$ cat src/rtl/dws_pkg.sv
// Shared defaults, target-select encodings and sequence-stamp helper for delay_write_sched.
package dws_pkg;

    localparam int DW_DEF    = 3;
    localparam int DLYW_DEF  = 5;
    localparam int DEPTH_DEF = 4;
    localparam int SEQW      = 3;

    localparam logic SEL_A1 = 1'b0;
    localparam logic SEL_A2 = 1'b1;

    typedef enum logic {
        PRIO_REQ0 = 1'b0,
        PRIO_REQ1 = 1'b1
    } prio_e;

    typedef logic [SEQW-1:0] seq_t;

    // Number of issues since this stamp was handed out: smaller is newer.
    function automatic seq_t seq_age(input seq_t next_seq, input seq_t stamp);
        return seq_t'(next_seq - stamp - 3'd1);
    endfunction

endpackage

$ cat src/rtl/rr_arb2.sv
// Two-way round-robin arbiter: one-hot grant, priority flips to the other
// requester whenever a grant is accepted.
module rr_arb2
    import dws_pkg::*;
(
    input  logic       clk,
    input  logic       rst_n,
    input  logic [1:0] i_req,
    input  logic       i_accept,
    output logic [1:0] o_grant
);

    prio_e r_prio;

    // Grant selection: a lone requester wins, contention goes to the favoured one.
    always_comb begin
        o_grant = 2'b00;
        case (i_req)
            2'b01:   o_grant = 2'b01;
            2'b10:   o_grant = 2'b10;
            2'b11:   o_grant = (r_prio == PRIO_REQ0) ? 2'b01 : 2'b10;
            default: o_grant = 2'b00;
        endcase
    end

    // Priority register: favour the requester that was not just served.
    always_ff @(posedge clk or negedge rst_n) begin
        if (!rst_n) begin
            r_prio <= PRIO_REQ0;
        end else if (i_accept) begin
            r_prio <= o_grant[0] ? PRIO_REQ1 : PRIO_REQ0;
        end else begin
            r_prio <= r_prio;
        end
    end

endmodule

$ cat src/rtl/delay_write_sched.sv
// Delayed-write scheduler: two requesters post writes to a1/a2 that commit after a
// per-request delay. Optional collision counter enabled by DWS_COLLIDE_CNT_EN.
module delay_write_sched
    import dws_pkg::*;
#(
    parameter int DW    = DW_DEF,
    parameter int DLYW  = DLYW_DEF,
    parameter int DEPTH = DEPTH_DEF
) (
    input  logic            clk,
    input  logic            rst_n,
    input  logic            req0_valid,
    output logic            req0_ready,
    input  logic            req0_sel,
    input  logic [DW-1:0]   req0_data,
    input  logic [DLYW-1:0] req0_dly,
    input  logic            req1_valid,
    output logic            req1_ready,
    input  logic            req1_sel,
    input  logic [DW-1:0]   req1_data,
    input  logic [DLYW-1:0] req1_dly,
    output logic [DW-1:0]   a1,
    output logic [DW-1:0]   a2,
    output logic            full,
    output logic            busy
`ifdef DWS_COLLIDE_CNT_EN
    ,
    output logic [7:0]      collide_cnt
`endif
);

    localparam int SLOTW = (DEPTH > 1) ? $clog2(DEPTH) : 1;

    logic [DEPTH-1:0] r_vld;
    logic [DEPTH-1:0] r_sel;
    logic [DLYW-1:0]  r_cnt  [DEPTH];
    logic [DW-1:0]    r_data [DEPTH];
    seq_t             r_seq  [DEPTH];
    seq_t             r_seq_ctr;
    logic [DW-1:0]    r_a1;
    logic [DW-1:0]    r_a2;

    logic [DEPTH-1:0]      w_commit;
    logic [DEPTH-1:0]      w_free;
    logic                  w_full;
    logic [1:0]            w_grant;
    logic                  w_accept;
    logic                  w_in_sel;
    logic [DW-1:0]         w_in_data;
    logic [DLYW-1:0]       w_in_dly;
    logic [SLOTW-1:0]      w_slot;
    logic [1:0]            w_wr_en;
    logic [1:0][DW-1:0]    w_wr_data;
    logic [1:0][SEQW-1:0]  w_best_age;
`ifdef DWS_COLLIDE_CNT_EN
    logic                  w_discard;
    logic [7:0]            r_collide_cnt;
`endif

    // Entries whose countdown has reached zero commit at the next edge, so their
    // slot counts as free for a request accepted on that same edge.
    always_comb begin
        w_commit = {DEPTH{1'b0}};
        w_free   = {DEPTH{1'b0}};
        for (int i = 0; i < DEPTH; i++) begin
            w_commit[i] = r_vld[i] && (r_cnt[i] == {DLYW{1'b0}});
            w_free[i]   = !r_vld[i] || w_commit[i];
        end
    end

    assign w_full = &(~w_free);
    assign full   = w_full;
    assign busy   = |r_vld;

    rr_arb2 u_arb (
        .clk      (clk),
        .rst_n    (rst_n),
        .i_req    ({req1_valid, req0_valid}),
        .i_accept (w_accept),
        .o_grant  (w_grant)
    );

    assign req0_ready = rst_n && w_grant[0] && !w_full;
    assign req1_ready = rst_n && w_grant[1] && !w_full;
    assign w_accept   = (req0_valid && req0_ready) || (req1_valid && req1_ready);

    assign w_in_sel  = w_grant[1] ? req1_sel  : req0_sel;
    assign w_in_data = w_grant[1] ? req1_data : req0_data;
    assign w_in_dly  = w_grant[1] ? req1_dly  : req0_dly;

    // Lowest-index free slot: scan downwards so the smallest index is written last.
    always_comb begin
        w_slot = {SLOTW{1'b0}};
        for (int i = DEPTH - 1; i >= 0; i--) begin
            w_slot = w_free[i] ? SLOTW'(i) : w_slot;
        end
    end

    // Per-target commit resolution: the newest stamp among same-cycle commits wins.
    always_comb begin
        w_wr_en    = 2'b00;
        w_wr_data  = {2{{DW{1'b0}}}};
        w_best_age = {2{{SEQW{1'b0}}}};
`ifdef DWS_COLLIDE_CNT_EN
        w_discard  = 1'b0;
`endif
        for (int i = 0; i < DEPTH; i++) begin
            logic w_tgt;
            logic w_take;
            seq_t w_age;
            w_tgt  = r_sel[i];
            w_age  = seq_age(r_seq_ctr, r_seq[i]);
            w_take = w_commit[i] && (!w_wr_en[w_tgt] || (w_age < w_best_age[w_tgt]));
`ifdef DWS_COLLIDE_CNT_EN
            w_discard = w_discard || (w_commit[i] && w_wr_en[w_tgt]);
`endif
            w_wr_data[w_tgt]  = w_take ? r_data[i] : w_wr_data[w_tgt];
            w_best_age[w_tgt] = w_take ? w_age : w_best_age[w_tgt];
            w_wr_en[w_tgt]    = w_wr_en[w_tgt] || w_take;
        end
    end

    // Entry table: count down, retire on commit, load an accepted request.
    always_ff @(posedge clk or negedge rst_n) begin
        if (!rst_n) begin
            r_vld     <= {DEPTH{1'b0}};
            r_sel     <= {DEPTH{1'b0}};
            r_seq_ctr <= {SEQW{1'b0}};
            for (int i = 0; i < DEPTH; i++) begin
                r_cnt[i]  <= {DLYW{1'b0}};
                r_data[i] <= {DW{1'b0}};
                r_seq[i]  <= {SEQW{1'b0}};
            end
        end else begin
            for (int i = 0; i < DEPTH; i++) begin
                if (w_commit[i]) begin
                    r_vld[i] <= 1'b0;
                end else if (r_vld[i]) begin
                    r_cnt[i] <= r_cnt[i] - {{(DLYW-1){1'b0}}, 1'b1};
                end else begin
                    r_vld[i] <= 1'b0;
                end
            end
            if (w_accept) begin
                r_vld[w_slot]  <= 1'b1;
                r_sel[w_slot]  <= w_in_sel;
                r_cnt[w_slot]  <= w_in_dly;
                r_data[w_slot] <= w_in_data;
                r_seq[w_slot]  <= r_seq_ctr;
                r_seq_ctr      <= r_seq_ctr + 3'd1;
            end else begin
                r_seq_ctr      <= r_seq_ctr;
            end
        end
    end

    // Target registers: hold unless a commit resolves to them.
    always_ff @(posedge clk or negedge rst_n) begin
        if (!rst_n) begin
            r_a1 <= {DW{1'b0}};
            r_a2 <= {DW{1'b0}};
        end else begin
            r_a1 <= w_wr_en[SEL_A1] ? w_wr_data[SEL_A1] : r_a1;
            r_a2 <= w_wr_en[SEL_A2] ? w_wr_data[SEL_A2] : r_a2;
        end
    end

    assign a1 = r_a1;
    assign a2 = r_a2;

`ifdef DWS_COLLIDE_CNT_EN
    // Saturating count of cycles that dropped at least one write.
    always_ff @(posedge clk or negedge rst_n) begin
        if (!rst_n) begin
            r_collide_cnt <= 8'd0;
        end else if (w_discard && (r_collide_cnt != 8'hFF)) begin
            r_collide_cnt <= r_collide_cnt + 8'd1;
        end else begin
            r_collide_cnt <= r_collide_cnt;
        end
    end

    assign collide_cnt = r_collide_cnt;
`endif

endmodule

$ cat config.mk
export PLATFORM = sky130hd
export DESIGN_NAME = delay_write_sched
export DESIGN_NICKNAME = d
export VERILOG_FILES = /design/src/rtl/dws_pkg.sv /design/src/rtl/rr_arb2.sv /design/src/rtl/delay_write_sched.sv
export SDC_FILE = /design/constraint.sdc
export NUM_CORES = 1
export LEC_CHECK = 0
export CORE_UTILIZATION = 43
export DETAILED_ROUTE_END_ITERATION = 7
export SETUP_SLACK_MARGIN = 0.1
export SYNTH_ARGS = -nofsm -noshare
export SYNTH_HDL_FRONTEND = slang
export SYNTH_SLANG_ARGS = --single-unit
$ cat constraint.sdc
create_clock -name clk -period 7.9 [get_ports clk]
set_input_delay 1.185 -clock clk [delete_from_list [all_inputs] [get_ports clk]]
set_output_delay 1.185 -clock clk [all_outputs]
set_load 0.03 [all_outputs]
==> impl_metrics.tcl, run 1 <==
set metrics [dict create \
    outcome "finished, final reports clean" \
    ys.warnings.count 0 \
    p_seq_share_pct 30.6 \
    syn2layout_area_growth_pct 12.72 \
    worstPathArrival_ns 7.11 \
    cts_resized 0 \
    synth_enable_flop_cells 0 \
    antenna_found_initial 0 \
    final_common_cell "dfrtp_1" \
    synth_top_area_share_pct 34.83 \
    synth.distinct_cells 74 \
    critical_path_class "flop to flop" \
    synth_xor_area_share_pct 3.624 \
    grt_pass1_wl_mm 19.23 \
    die_y_um 103.8 \
    synthTopCellsByArea "dfrtp_1, nand2_1, mux2i_1" \
    tritoncts "yes" \
    clkPwrFrac_pct 13.0 \
    clockBufferDepth 2 \
    core_um2 9910 \
    rsz0062_at_grt "no" \
    synth_top_family_by_area "compound AO/OA/AOI/OAI gates" \
    hold_ws_ns 0.5019 \
    hold_viol_final 0 \
    synthSimpleGateAreaFrac_pct 21.38 \
    slew_violations 0 \
    clock-root-buffer "clkbuf_8" \
    clk_latency_ns 0.36 \
    synth_area_um2 4454 \
    hold_class "flop to flop" \
    grt.overflow.total 0 \
    portBuffers 31 \
    routabilityCongestion 0.8695 \
    utilization_pct 50.67 \
    fin_crit_ns 6.891 \
    wl_mm 11.32 \
    antennaDiodeCount 0 \
    dp_hpwl_mm 8.338 \
    most-common-layout-cells "dfrtp_1, nand2_1, nor2_1, a21oi_1, inv_1" \
    dpl_cell_area_um2 4823 \
    syn_nets 548 \
    holdBufCountCts 0 \
    power_frac_comb_pct 56.3 \
    fin_cells 666 \
    drive_gt1_share_pct 9.006 \
    start_util_pct 44.95 \
    postRouteAntennaNets 0 \
    synthAdderAreaFrac_pct 5.955 \
    cts.reportedPaths.clkPinSlew_ns 0.08 \
    p_sw_w 0.001068 \
    vias_per_cell 5.755 \
    die_area_um2 10770 \
    remaining_drc_errors 0 \
    clock-skew-final_ns 0.009087 \
    avgRoutedWirePerCell_um 17.00 \
    powerDensity_nw_per_um2 441.3 \
    numCtsBuffers 9 \
    fin_crit_sh_pct 87.23 \
    ys_ff_latch 62 \
    syn_avg_cell_area_um2 8.768 \
    htree_levels 3 \
    crit_path_end_kind "flop" \
    synth_compound_area_share_pct 22.08 \
    p_leak_nw 2.148 \
    cts_setup_buffers 0 \
    netlist_instances 508 \
    grt_max_degree 65 \
    fin_setup_tns_ns 0 \
    finalSetupViolations 0 \
    synthMuxAreaShare_pct 6.461 \
    die_x_um 103.8 \
    p_int_w 0.001148 \
    cp-start-kind "flop" \
    drtIter0Drc 260 \
    grt_pass1_vias 3720 \
    relSlewSlack_pct 36.60 \
    maxCapViolCount 0 \
    grt_usage_pct 22.59 \
    seq_area_frac_synth_pct 34.83 \
    tightest_slew_ns 0.9465 \
    path_max_fanout 11 \
    io_pins 32 \
    nets 568 \
    dp.cells 650 \
    vias 3833 \
    design_area_um2 5021 \
    synth_top_area_cell "dfrtp_1" \
    switching_share_pct 48.20 \
    clock-sinks 62 \
    synthFlopType "dfrtp_1" \
    ir_worst_vdd_uv 225.3 \
    max_freq_mhz 145.1 \
    async_flop_share_pct 100.0 \
    fp-row-count 36 \
    dr.pass1.iters 6 \
    crit_required_ns 8.12 \
]
[final timing paths]
| check | start | to | slack (ns) | depth (start not counted) |
|---|---|---|---|---|
| max | r_seq_ctr[0] | a2[0] | 1.01 | 27 |
| min | a2[0] | a2[0] | 0.50 | 2 |
| max reg2reg | r_seq_ctr[0] | a2[0] | 1.01 | 27 |
| min reg2reg | a2[0] | a2[0] | 0.50 | 2 |
| max in group asynchronous | rst_n | r_seq[0] | 6.34 | 2 |
| min in group asynchronous | rst_n | r_cnt[1] | 1.00 | 2 |
[power by group through the flow]
| stage | Clock, W | Combinational [W] | Sequential [W] |
|---|---|---|---|
| 2_1_floorplan | 0 | 0.000983 | 0.000622 |
| 3_3_place_gp | 0 | 0.00122 | 0.000675 |
| 3_5_place_dp | 0 | 0.00124 | 0.000681 |
| 4_1_cts | 0.000296 | 0.00125 | 0.000675 |
| 5_1_grt | 0.000311 | 0.00140 | 0.000707 |
| 6_report | 0.000289 | 0.00125 | 0.000679 |
[cell families (layout without fill, tap and decap cells)]
logic type | Yosys count | after routing
AO/OA/AOI/OAI | 138 | 138
XOR/XNOR | 15 | 15
adder cells (fa/ha/maj) | 19 | 19
buffers and inverters | 58 | 83
flip-flops | 62 | 62
multiplexers | 28 | 28
AND/OR/NAND/NOR | 188 | 188
[flip-flops by register name, indices dropped and copies added, names as in the netlist]
name and flops:
a2 3, r_cnt 20, r_vld 4, r_seq 12
u_arb.r_prio 1, r_data 12, a1 3, r_sel 4
r_seq_ctr 3
[stage by stage]
step,total power [W],setup WS [ns]
after CTS,0.002221,1.107
after global routing,0.002422,0.4439
after global placement,0.001900,1.387
final,0.002216,1.009
after detailed placement,0.001923,1.118
after floorplan,0.001605,2.134
[cell type report]
type	instances	area (µm²)
clock inverter	7	73.82
fill	966	4888
multi-input combinational	388	2650
sequential	62	1551
clock buffer	9	123.9
timing repair buffer	35	335.3
tap	133	166.4
inverter	32	120.1
[worst max-delay path: stages (launching register included)]
cell and delay [ns]:
dfrtp_1 0.51, ha_1 0.26, fa_1 0.35, xor3_1 0.47, nand2_1 0.09, and3_1 0.23, nor3_2 0.42, nand2_1 0.12
o31a_1 0.14, mux2_2 0.27, ha_1 0.19, a211o_1 0.34, nor4_1 0.27, o32a_2 0.21, nand4_2 0.12, a31oi_1 0.75
nand2_1 0.11, a21oi_1 0.18, a21oi_1 0.06, o21ai_0 0.11, ha_1 0.28, a21oi_1 0.16, o31ai_1 0.14, a211oi_2 0.26
a2bb2oi_4 0.12, a21oi_4 0.24, mux2i_1 0.24, o221ai_1 0.13
[cells in the mapped netlist (all sizes together), types with 11 or more instances]
cell     n
inv     32
nand3   17
ha      14
o21ai   31
mux2i   22
a21oi   41
nor2    43
buf     11
dfrtp   62
nor3    13
nand2   61
clkbuf  15
[metal layers]
metal	part of all wire, %	up-vias	wire, µm	global-route usage (%)
met5	0	-	0	0
met4	1.7	0	187	7.755
met3	4.9	17	560	4.657
met2	47	120	5267	35.76
met1	47	1817	5310	30.70
li1	-	1879	-	-
No activity file was read; power rests on OpenSTA's default activity.
==> inputs of run 2 (changes only) <==
--- a/config.mk
+++ b/config.mk
@@ -7,6 +7,8 @@
 export LEC_CHECK = 0
 export CORE_UTILIZATION = 43
 export DETAILED_ROUTE_END_ITERATION = 7
+export GPL_ROUTABILITY_DRIVEN = 0
+export PLACE_DENSITY = 0.65
 export SETUP_SLACK_MARGIN = 0.1
 export SYNTH_ARGS = -nofsm -noshare
 export SYNTH_HDL_FRONTEND = slang
==> impl_metrics.tcl, run 2 (synthesis results as in run 1) <==
set metrics [dict create \
    core_um2 9910 \
    top_register "r_cnt" \
    setup_ws_ns 0.9783 \
    hold_class "flop to flop" \
    antenna_found_initial 0 \
    most-common-layout-cells "dfrtp_1, nand2_1, nor2_1, a21oi_1, inv_1" \
    clock-sinks 62 \
    r2r-end "a2[0]" \
    maxCapViolCount 0 \
    fp-row-count 36 \
    slowest_stage "a31oi_1" \
    crit_required_ns 8.12 \
    crit_path_end_kind "flop" \
    finalSetupViolations 0 \
    cp-start-kind "flop" \
    place_ws_ns 1.047 \
    die_y_um 103.8 \
    dr.pass1.iters 5 \
    reg_top3 "r_cnt: 20 flops, r_data: 12 flops, r_seq: 12 flops" \
    clk_latency_ns 0.36 \
    rrSetupSlack_ns 0.98 \
    tritoncts "yes" \
    reg2regPathDepth 27 \
    hold_ws_ns 0.5046 \
    path_max_fanout 11 \
    wl_mm 11.36 \
    multi_input_area_um2 2650 \
    regArea_um2 1551 \
    power_frac_comb_pct 56.5 \
    rsz0062_at_grt "no" \
    cts_setup_buffers 0 \
    p_int_w 0.001149 \
    utilization_pct 50.61 \
    grt_max_degree 64 \
    portBuffers 31 \
    cpPeakStageDelay_ns 0.73 \
    antennaDiodeCount 0 \
    drtIter0Drc 283 \
    vias_per_cell 5.838 \
    syn2layout_area_growth_pct 12.58 \
    cpLargestDelayFamily "compound AO/OA/AOI/OAI gates" \
    tightest_slew_ns 0.9086 \
    r2r_start "r_seq_ctr[0]" \
    clkPwrFrac_pct 13.0 \
    fin_crit_ns 6.922 \
    vias 3882 \
    switching_share_pct 48.00 \
    dp_hpwl_mm 8.362 \
    die_area_um2 10770 \
    largest_reg_flops 20 \
    cts.reportedPaths.clkPinSlew_ns 0.08 \
    numCtsBuffers 9 \
    holdBufCountCts 0 \
    outcome "finished, final reports clean" \
    ir_worst_vdd_uv 215.9 \
    final_common_cell "dfrtp_1" \
    path_buf_inv 0 \
    fin_crit_sh_pct 87.62 \
    worstPathArrival_ns 7.14 \
    htree_levels 3 \
    grt_pass1_vias 3728 \
    powerDensity_nw_per_um2 440.5 \
    max_freq_mhz 144.5 \
    clockBufferDepth 2 \
    avgRoutedWirePerCell_um 17.08 \
    cts_resized 0 \
    hold_start "a2[1]" \
    grt_pass1_wl_mm 19.35 \
    postRouteAntennaNets 0 \
    p_leak_nw 2.146 \
    remaining_drc_errors 0 \
    slew_violations 0 \
    relSlewSlack_pct 39.14 \
    die_x_um 103.8 \
    io_pins 32 \
    nets 567 \
    fill_cells 979 \
    grt.overflow.total 0 \
    critical_path_class "flop to flop" \
    clock-skew-final_ns 0.01556 \
    grt_usage_pct 22.53 \
    hold_viol_final 0 \
    p_sw_w 0.001060 \
    holdPathStages 2 \
    drive_gt1_share_pct 8.835 \
    start_util_pct 44.95 \
    clock-root-buffer "clkbuf_8" \
    hold_end "a2[1]" \
    p_seq_share_pct 30.5 \
    fin_setup_tns_ns 0 \
]
[run 2: cell count changes in the layout (fill, tap and decap cells not counted), sizes merged]
cell / change
clkinvlp: -1
buf: -1
clkinv: +2
inv: -1
[run 2: power by group through the flow]
stage,Combinational [W],Sequential (W),Clock [W]
global placement,0.00121,0.000669,0
detailed placement,0.00124,0.000678,0
floorplan,0.000983,0.000622,0
finish,0.00125,0.000674,0.000287
CTS,0.00125,0.000671,0.000293
global route,0.00142,0.000701,0.000310
[run 2: per-stage QoR]
stage / power [W] / cell area (µm²) / instances
after global routing: 0.002429 / 5015 / 665
after global placement: 0.001877 / 4816 / 649
after CTS: 0.002214 / 5015 / 665
after detailed placement: 0.001920 / 4816 / 649
final: 0.002209 / 5015 / 665
after floorplan: 0.001605 / 4454 / 508
[run 2: worst register-to-register path: stages (launching register included)]
cell	delay, ns
dfrtp_1	0.52
ha_1	0.27
fa_1	0.36
xor3_1	0.46
nand2_1	0.09
and3_1	0.22
nor3_2	0.42
nand2_1	0.10
o31a_1	0.13
mux2_2	0.27
ha_1	0.19
a211o_1	0.34
nor4_1	0.28
o32a_2	0.21
nand4_2	0.13
a31oi_1	0.73
nand2_1	0.11
a21oi_1	0.18
a21oi_1	0.06
o21ai_0	0.11
ha_1	0.28
a21oi_1	0.17
o31ai_1	0.15
a211oi_2	0.27
a2bb2oi_4	0.12
a21oi_4	0.26
mux2i_1	0.25
o221ai_1	0.14
[run 2: worst max path at each step]
stage	from	end	slack, ns	cells past startpoint
2_1_floorplan	r_seq_ctr[0]	a2[0]	2.13	28
3_3_place_gp	r_seq_ctr[0]	a2[1]	1.42	27
6_report	r_seq_ctr[0]	a2[0]	0.98	27
5_1_grt	r_seq_ctr[0]	a2[0]	0.53	27
3_5_place_dp	r_seq_ctr[0]	a2[0]	1.05	27
4_1_cts	r_seq_ctr[0]	a2[0]	1.04	27
[run 2: layer usage]
layer	global-route usage, %	up-vias	share of wire (%)
li1	-	1874	-
met2	36.10	84	47
met5	0	-	0
met3	4.657	20	4.8
met1	30.24	1904	46
met4	7.755	0	2.4
[run 2: cell type report]
cell class | count | area share, %
multi-input combinational | 388 | 52.84
sequential | 62 | 30.94
timing repair buffer | 34 | 6.537
tap | 133 | 3.318
clock buffer | 9 | 2.470
inverter | 32 | 2.395
clock inverter | 7 | 1.497
